### src/rtl/histogram_pkg.sv
// Shared widths, default bin counts and FSM encoding
// for the histogram peak reader.
package histogram_pkg;

    localparam int DEF_X_BINS = 240;
    localparam int DEF_Y_BINS = 180;
    localparam int BIN_W      = 8;
    localparam int IDX_W      = 8;

    typedef enum logic [1:0] {
        IDLE   = 2'd0,
        READ   = 2'd1,
        CLEAR  = 2'd2,
        RESULT = 2'd3
    } state_t;

endpackage

### src/rtl/histogram_peak_reader_peak_tracker.sv
// Running arg-max over one streamed histogram projection.
// Ties keep the lowest index; beats past NBINS are dropped.
module peak_tracker
    import histogram_pkg::*;
#(
    parameter int NBINS = DEF_X_BINS
) (
    input  logic             clk,
    input  logic             reset,
    input  logic             clr,
    input  logic             valid,
    input  logic [BIN_W-1:0] count,
    output logic [IDX_W-1:0] peakIdx,
    output logic [BIN_W-1:0] peakCount,
    output logic             done
);

    // one extra bit so a full 256-bin stream can still signal done
    logic [IDX_W:0] idx;

    assign done = (idx == (IDX_W+1)'(NBINS));

    always_ff @(posedge clk or negedge reset) begin
        if (!reset) begin
            idx       <= '0;
            peakIdx   <= '0;
            peakCount <= '0;
        end else if (clr) begin
            idx       <= '0;
            peakIdx   <= '0;
            peakCount <= '0;
        end else if (valid && !done) begin
            idx <= idx + 1'b1;
            if (count > peakCount) begin
                peakIdx   <= idx[IDX_W-1:0];
                peakCount <= count;
            end
        end
    end

endmodule

### src/rtl/histogram_peak_reader.sv
// Reads X/Y projection histograms after each frame, finds their
// peaks, clears the histogram and hands the result downstream.
module histogram_peak_reader
    import histogram_pkg::*;
#(
    parameter int X_BINS   = DEF_X_BINS,
    parameter int Y_BINS   = DEF_Y_BINS,
    parameter int PEAK_MIN = 1,
    parameter int TIMEOUT  = 1024
) (
    input  logic             clk,
    input  logic             reset,
    input  logic             fullImageDone,
    output logic             readHistogram,
    input  logic [BIN_W-1:0] xHistogramOut,
    input  logic             xValid,
    input  logic [BIN_W-1:0] yHistogramOut,
    input  logic             yValid,
    output logic             clearHistogram,
    input  logic             histogramCleared,
    output logic [IDX_W-1:0] xPeak,
    output logic [IDX_W-1:0] yPeak,
    output logic [BIN_W-1:0] xPeakCount,
    output logic [BIN_W-1:0] yPeakCount,
    output logic             peakFound,
    output logic             timeoutErr,
    output logic             resultValid,
    input  logic             resultAck,
    output logic             busy
);

    localparam int WD_W = $clog2(TIMEOUT + 1);

    state_t          state;
    state_t          nextState;
    logic [WD_W-1:0] wdog;
    logic            wdFire;
    logic            startTxn;
    logic            readTimeout;
    logic            clrTimeout;
    logic            xDone;
    logic            yDone;
    logic            xBeat;
    logic            yBeat;

    assign wdFire = (wdog == WD_W'(TIMEOUT - 1));
    assign xBeat  = xValid && (state == READ);
    assign yBeat  = yValid && (state == READ);

    peak_tracker #(.NBINS(X_BINS)) uXTrk (
        .clk       (clk),
        .reset     (reset),
        .clr       (startTxn),
        .valid     (xBeat),
        .count     (xHistogramOut),
        .peakIdx   (xPeak),
        .peakCount (xPeakCount),
        .done      (xDone)
    );

    peak_tracker #(.NBINS(Y_BINS)) uYTrk (
        .clk       (clk),
        .reset     (reset),
        .clr       (startTxn),
        .valid     (yBeat),
        .count     (yHistogramOut),
        .peakIdx   (yPeak),
        .peakCount (yPeakCount),
        .done      (yDone)
    );

    always_ff @(posedge clk or negedge reset) begin
        if (!reset) state <= IDLE;
        else        state <= nextState;
    end

    always_comb begin
        nextState   = state;
        startTxn    = 1'b0;
        readTimeout = 1'b0;
        clrTimeout  = 1'b0;
        unique case (state)
            IDLE: begin
                if (fullImageDone) begin
                    nextState = READ;
                    startTxn  = 1'b1;
                end
            end
            READ: begin
                if (xDone && yDone) begin
                    nextState = CLEAR;
                end else if (wdFire) begin
                    nextState   = CLEAR;
                    readTimeout = 1'b1;
                end
            end
            CLEAR: begin
                if (histogramCleared) begin
                    nextState = RESULT;
                end else if (wdFire) begin
                    nextState  = RESULT;
                    clrTimeout = 1'b1;
                end
            end
            RESULT: begin
                if (resultAck) nextState = IDLE;
            end
            default: nextState = IDLE;
        endcase
    end

    // watchdog restarts on every state change
    always_ff @(posedge clk or negedge reset) begin
        if (!reset) begin
            wdog <= '0;
        end else if (state != nextState) begin
            wdog <= '0;
        end else if (state == READ || state == CLEAR) begin
            wdog <= wdog + WD_W'(1);
        end
    end

    always_ff @(posedge clk or negedge reset) begin
        if (!reset) begin
            peakFound  <= 1'b0;
            timeoutErr <= 1'b0;
        end else begin
            if (startTxn) begin
                peakFound  <= 1'b0;
                timeoutErr <= 1'b0;
            end
            if (readTimeout || clrTimeout) timeoutErr <= 1'b1;
            if (state == CLEAR && nextState == RESULT) begin
                peakFound <= !clrTimeout
                          && (xPeakCount >= BIN_W'(PEAK_MIN))
                          && (yPeakCount >= BIN_W'(PEAK_MIN));
            end
        end
    end

    assign readHistogram  = (state == READ);
    assign clearHistogram = (state == CLEAR);
    assign resultValid    = (state == RESULT);
    assign busy           = (state != IDLE);

endmodule
### config.mk
export PLATFORM = sky130hd
export DESIGN_NAME = histogram_peak_reader
export DESIGN_NICKNAME = d
export VERILOG_FILES = /design/src/rtl/histogram_pkg.sv /design/src/rtl/histogram_peak_reader_peak_tracker.sv /design/src/rtl/histogram_peak_reader.sv
export SDC_FILE = /design/constraint.sdc
export NUM_CORES = 1
export LEC_CHECK = 0
export ABC_CLOCK_PERIOD_IN_PS = 2600
export CAP_MARGIN = 20
export CORE_MARGIN = 5
export CORE_UTILIZATION = 53
export DETAILED_ROUTE_END_ITERATION = 8
export GPL_TIMING_DRIVEN = 0
export HOLD_SLACK_MARGIN = 0.1
export PLACE_DENSITY_LB_ADDON = 0.08
export SYNTH_ARGS = -nofsm -noshare
export SYNTH_HDL_FRONTEND = slang
export SYNTH_SLANG_ARGS = --single-unit
### constraint.sdc
create_clock -name clk -period 2.6 [get_ports clk]
set_input_delay 0.52 -clock clk [delete_from_list [all_inputs] [get_ports clk]]
set_output_delay 0.52 -clock clk [all_outputs]
set_load 0.005 [all_outputs]
# Word-level counts from Yosys, hierarchy flattened
# Index checks and enable logic that the tools add are counted.
# totals
regBits	65
word_cells	84
# classes
add_sub_neg	3
order_cmp	4
eq_ne	8
muxes	35
reduce_logical	24
# op_table
op	count
$mux 8	12
$mux 9	4
$mux 11	2
$add 9x1->9 const B	2
$eq 9x8->1 const B	2
$ge 8x1->1 const B	2
$gt 8x8->1	2
$reduce_bool 2->1	8
$mux 2	6
$add 11x1->11 const B	1
$eq 11x10->1 const B	1
$mux 1	10
$logic_and 1x1->1	8
$pmux 2 s4	1
$eq 2x2->1 const B	3
$reduce_and 2->1	2
$logic_not 1->1	3
$eq 2x1->1 const B	1
$logic_not 2->1	1
$logic_or 1x1->1	2
$ne 2x2->1	1

# Logic depth before layout (Yosys ltp)
# logic_depth
depth_word	8
mapped_depth	9
mapped_depth_nobuf	8

# Cells and area by module
# Synthesis repeated with hierarchy kept, for this count alone.
# hier_totals
cells_unflattened	401
area_unflattened_um2	4025.1
# by_module_without_submodules
module	n_inst	cells_per_inst	area_per_inst_um2	seq_area_each_um2
peak_tracker (uYTrk)	1	146	1514.0	625.6
peak_tracker (uXTrk)	1	142	1486.4	625.6
histogram_peak_reader	1	113	1024.7	375.4

# Worst setup path after synthesis
# OpenSTA, ideal clock, no wires.
# synth_timing
kind	input -> register
start	in yHistogramOut[2]
end	reg uYTrk.peakIdx[6]
arrival_time_ns	2.165
t_required_ns	2.517
slack_ns	0.352
path_stages	8
path_buffers	1
path_cell_list	ha_1 a21o_1 a211oi_1 a21oi_1 o311ai_1 clkbuf_1 nand3_1 o21ai_0
# synth_via
elab_chain_len	3
# synth_rtl
element	line	source
start: declaration	histogram_peak_reader.sv:17	input logic [BIN_W-1:0] yHistogramOut,
$gt 8x8->1	histogram_peak_reader_peak_tracker.sv:34	if (count > peakCount) begin
$reduce_bool 2->1 (no source line)	n/a	
$reduce_and 2->1 (no source line)	n/a	
end signal: assignment	histogram_peak_reader_peak_tracker.sv:35	peakIdx <= idx[IDX_W-1:0];
end: declaration	histogram_peak_reader_peak_tracker.sv:13	output logic [IDX_W-1:0] peakIdx,
# Every way passes these cells.
# A chain may end at the register's enable or synchronous reset.

# Worst setup path after layout
# layout_timing
start	in yHistogramOut[2]
end	reg uYTrk.peakIdx[7]
# Same word-level chain as after synthesis.

==> reports/metrics.yaml <==
clock_network:
  clock_latency_ns: 0.33
  cts_tree: "yes"
  cts-htree-levels: 3
  cts_root_buf: "clkbuf_8"
  path_clk_slew_ns: 0.07
  clockBufferDepth: 2
  cts_num_sinks: 65
  hold_buffers: 0
  cts_buffers: 9
final_layout:
  regArea_sq_mm: 0.00163
  finalNonFillerCells: 541
  layout-drive-gt1-share: 0.0976
  multi_input_area_sq_mm: 0.00184
  synthToLayoutAreaGrowth_pct: 25.4
  fin_nets: 505
  fill_cells: 575
  diodes: 0
  fin_util: 0.676
worst_setup_path:
  start_kind: "input port"
  cp_slowest_cell: "clkdlybuf4s50_1"
  path_buf_inv: 2
  max_stage_delay_ns: 0.43
  crit_chain: "clkdlybuf4s50_1 > ha_1 > a21o_1 > a211oi_1 > a21oi_1 > o311ai_2 > clkbuf_2 > nand3_1 > o21ai_1"
  rrSetupSlack_ns: 0.23
  worstReg2RegStart: "state[1]"
  cp.arrival_ns: 2.73
  crit_type: "in2reg"
  crit_family: "compound AO/OA/AOI/OAI gates"
  path_max_fanout: 10
  cp.required_ns: 2.86
  worstReg2RegEnd: "uYTrk.idx[8]"
  endpoint_kind: "flip-flop"
  reg2reg_depth: 7
sta:
  period_needed_ns: 2.48
  drv_slew: 0
  final_hold_viol_count: 0
  rsz0062_at_grt: "false"
  finClkSkew_ns: 0.00546
  timing.fmax_ghz: 0.404
  setup_viol: 0
  worst_pin_slew_ns: 0.821
  relSlewSlack: 0.453
  timing.final.crit_share: 0.952
power_and_ir_drop:
  clkPwrFrac: 0.232
  switching_power_mw: 1.44
  p_comb_frac: 0.427
  power_frac_seq: 0.341
  netSwitchingFraction: 0.375
  vdd_drop_max_uv: 484
  p_leak_nw: 2.00
  internal-power_mw: 2.40
  power_mw: 3.84
  p_per_area_mw_per_mm2: 845
floorplan:
  die_h_um: 92.7
  ioPinCount: 61
  start_util: 0.539
  rows: 30
  die_w_um: 92.7
  die-area_sq_mm: 0.00859
  coreArea_sq_mm: 0.00672
routing:
  totalWireLength_um: 8470
  post-route-drc-count: 0
  dr.max_layer_used: "met4"
  met1_length_um: 3920
  drt_iter0_markers: 172
  wl_per_cell_um: 15.7
  wl_met2_um: 4030
  route.vias.total: 3065
  first_pass_iters: 5
  vias_per_cell: 5.67
  wl_met3_um: 406
  drtAntennaViolNets: 0
grt:
  grtUsageTotal: 0.212
  grt_max_degree: 66
  antenna_found_initial: 0
  grt_pass1_vias: 2968
  grt_pass1_wl_um: 14600
  grt_overflow_total: 0
yosys:
  syn_avg_cell_area_sq_um: 9.41
  yosysSeqAreaShare: 0.449
  synth_common_cells: "dfrtp_1 (65), nand2_1 (42), nand3_1 (42)"
  synth-simple-area-share: 0.239
  synthXorXnorAreaFrac: 0.0556
  ys_seq_elements: 65
  netlist_area_sq_mm: 0.00362
  ys_warn_count: 0
  synth_edf_count: 0
  synth.net_count: 434
  async_flop_share: 1.00
  muxShareOfSynthArea: 0.00829
  syn-instance-count: 385
  synthAdderAreaFrac: 0.0898
  synth-compound-area-share: 0.112
  yosysTopAreaCellShare: 0.449
  synthTopCellsByArea: "dfrtp_1 (45%), ha_1 (9.0%), nand3_1 (5.8%), nand2_1 (4.4%), xor2_1 (3.9%)"
  ys_types: 46
  synth.largest_area_cell: "dfrtp_1"
  synth-main-ff-cell: "dfrtp_1"
  yosysMostFrequentCell: "dfrtp_1"
  synth_top_family_by_area: "simple AND/OR/NAND/NOR gates"
worst_hold_path:
  min_path_type: "in2async"
place:
  port_buffers: 60
  gp_congestion: 0.864
  dp.cells: 525
  hpwl_um: 6310
outcome:
  status: "completed"
flow_run:
  cap_violations: 0
## registers in the layout, summed over array words and instances, names as in the netlist
name and count:
peakFound 1, uXTrk.peakCount 8, uXTrk.peakIdx 8, wdog 11
uYTrk.peakCount 8, uYTrk.peakIdx 8, timeoutErr 1, state 2
uYTrk.idx 9, uXTrk.idx 9
## layer usage
layer,vias to the layer above,track usage
met2,70,0.341
met1,1491,0.284
met5,-,0
met4,0,0.0623
met3,11,0.0528
li1,1493,-
## stage by stage
step           area [sq um]  hold WS [ns]  worst slack [ns]  setup TNS, ns
6_report               4540         0.276             0.125              0
5_1_grt                4540         0.332          0.000800              0
4_1_cts                4540         0.302            0.0182              0
3_5_place_dp           4320         0.474            -0.481         -11.00
3_3_place_gp           4320         0.467             -1.16         -85.60
2_1_floorplan          3620         0.224             0.352              0
## power groups by stage
stage	Sequential, mW	Clock (mW)	Combinational, mW
3_3_place_gp	1.32	0	1.59
3_5_place_dp	1.33	0	1.64
5_1_grt	1.33	0.961	1.82
2_1_floorplan	1.31	0	1.03
4_1_cts	1.31	0.904	1.65
6_report	1.31	0.890	1.64
## repair_timing
action                                 CTS  global route
gates resized for setup                  2            10
cloned                                   0             0
endpoints found under the hold margin    0             0
setup endpoints to repair               16            32
buffers inserted                         0             0
pin swaps                                0             0
## area by class of cell
class / instances / share of cell area
Multi-Input combinational cell: 279 / 0.405
Sequential cell: 65 / 0.358
Timing Repair Buffer: 60 / 0.132
Clock buffer: 14 / 0.0380
Tap cell: 80 / 0.0220
Inverter: 24 / 0.0198
Buffer: 17 / 0.0182
Clock inverter: 2 / 0.00771
## worst max path at each step
stage          slack (ns)  cells past startpoint        startpoint                 end
2_1_floorplan        0.35                      8  yHistogramOut[2]    uYTrk.peakIdx[6]
3_3_place_gp        -1.16                      1             reset             wdog[5]
3_5_place_dp        -0.48                      9  yHistogramOut[2]  uYTrk.peakCount[5]
4_1_cts              0.02                      9  yHistogramOut[2]    uYTrk.peakIdx[6]
5_1_grt            0.0008                      7          state[1]    uXTrk.peakIdx[0]
6_report             0.12                      9  yHistogramOut[2]    uYTrk.peakIdx[7]
## kinds of logic (layout without fill, tap and decap cells)
| kind of cell | count (synthesis) | in the layout |
|---|---|---|
| and+or+nand+nor | 159 | 159 |
| DFF | 65 | 65 |
| xor gates and xnor gates | 23 | 23 |
| adders and majority gates | 26 | 26 |
| AOI/OAI and AO/OA | 68 | 68 |
| muxes | 3 | 3 |
| buffers and inverters | 41 | 117 |
## placed cells by master (no fill, tap or decap), types with 3 or more instances in the layout
cell type / Yosys / routed
o31ai_1: 7 / 7
o21ai_0: 12 / 12
or3_1: 4 / 4
inv_1: 24 / 24
nand3_1: 42 / 42
xnor2_1: 7 / 7
nand2_1: 42 / 42
mux2i_1: 3 / 3
clkbuf_1: 15 / 11
nand4_1: 8 / 8
clkbuf_8: 0 / 12
nor2_1: 22 / 22
nand2b_1: 4 / 4
nor3_2: 10 / 10
a21oi_1: 11 / 11
and3_1: 8 / 8
xor2_1: 16 / 16
dfrtp_1: 65 / 65
clkdlybuf4s50_1: 0 / 59
ha_1: 26 / 26
o21ai_1: 23 / 23
a21o_1: 4 / 4
clkbuf_2: 0 / 6
nor4_1: 3 / 3
Note: power is estimated with default switching activity, not from simulation.
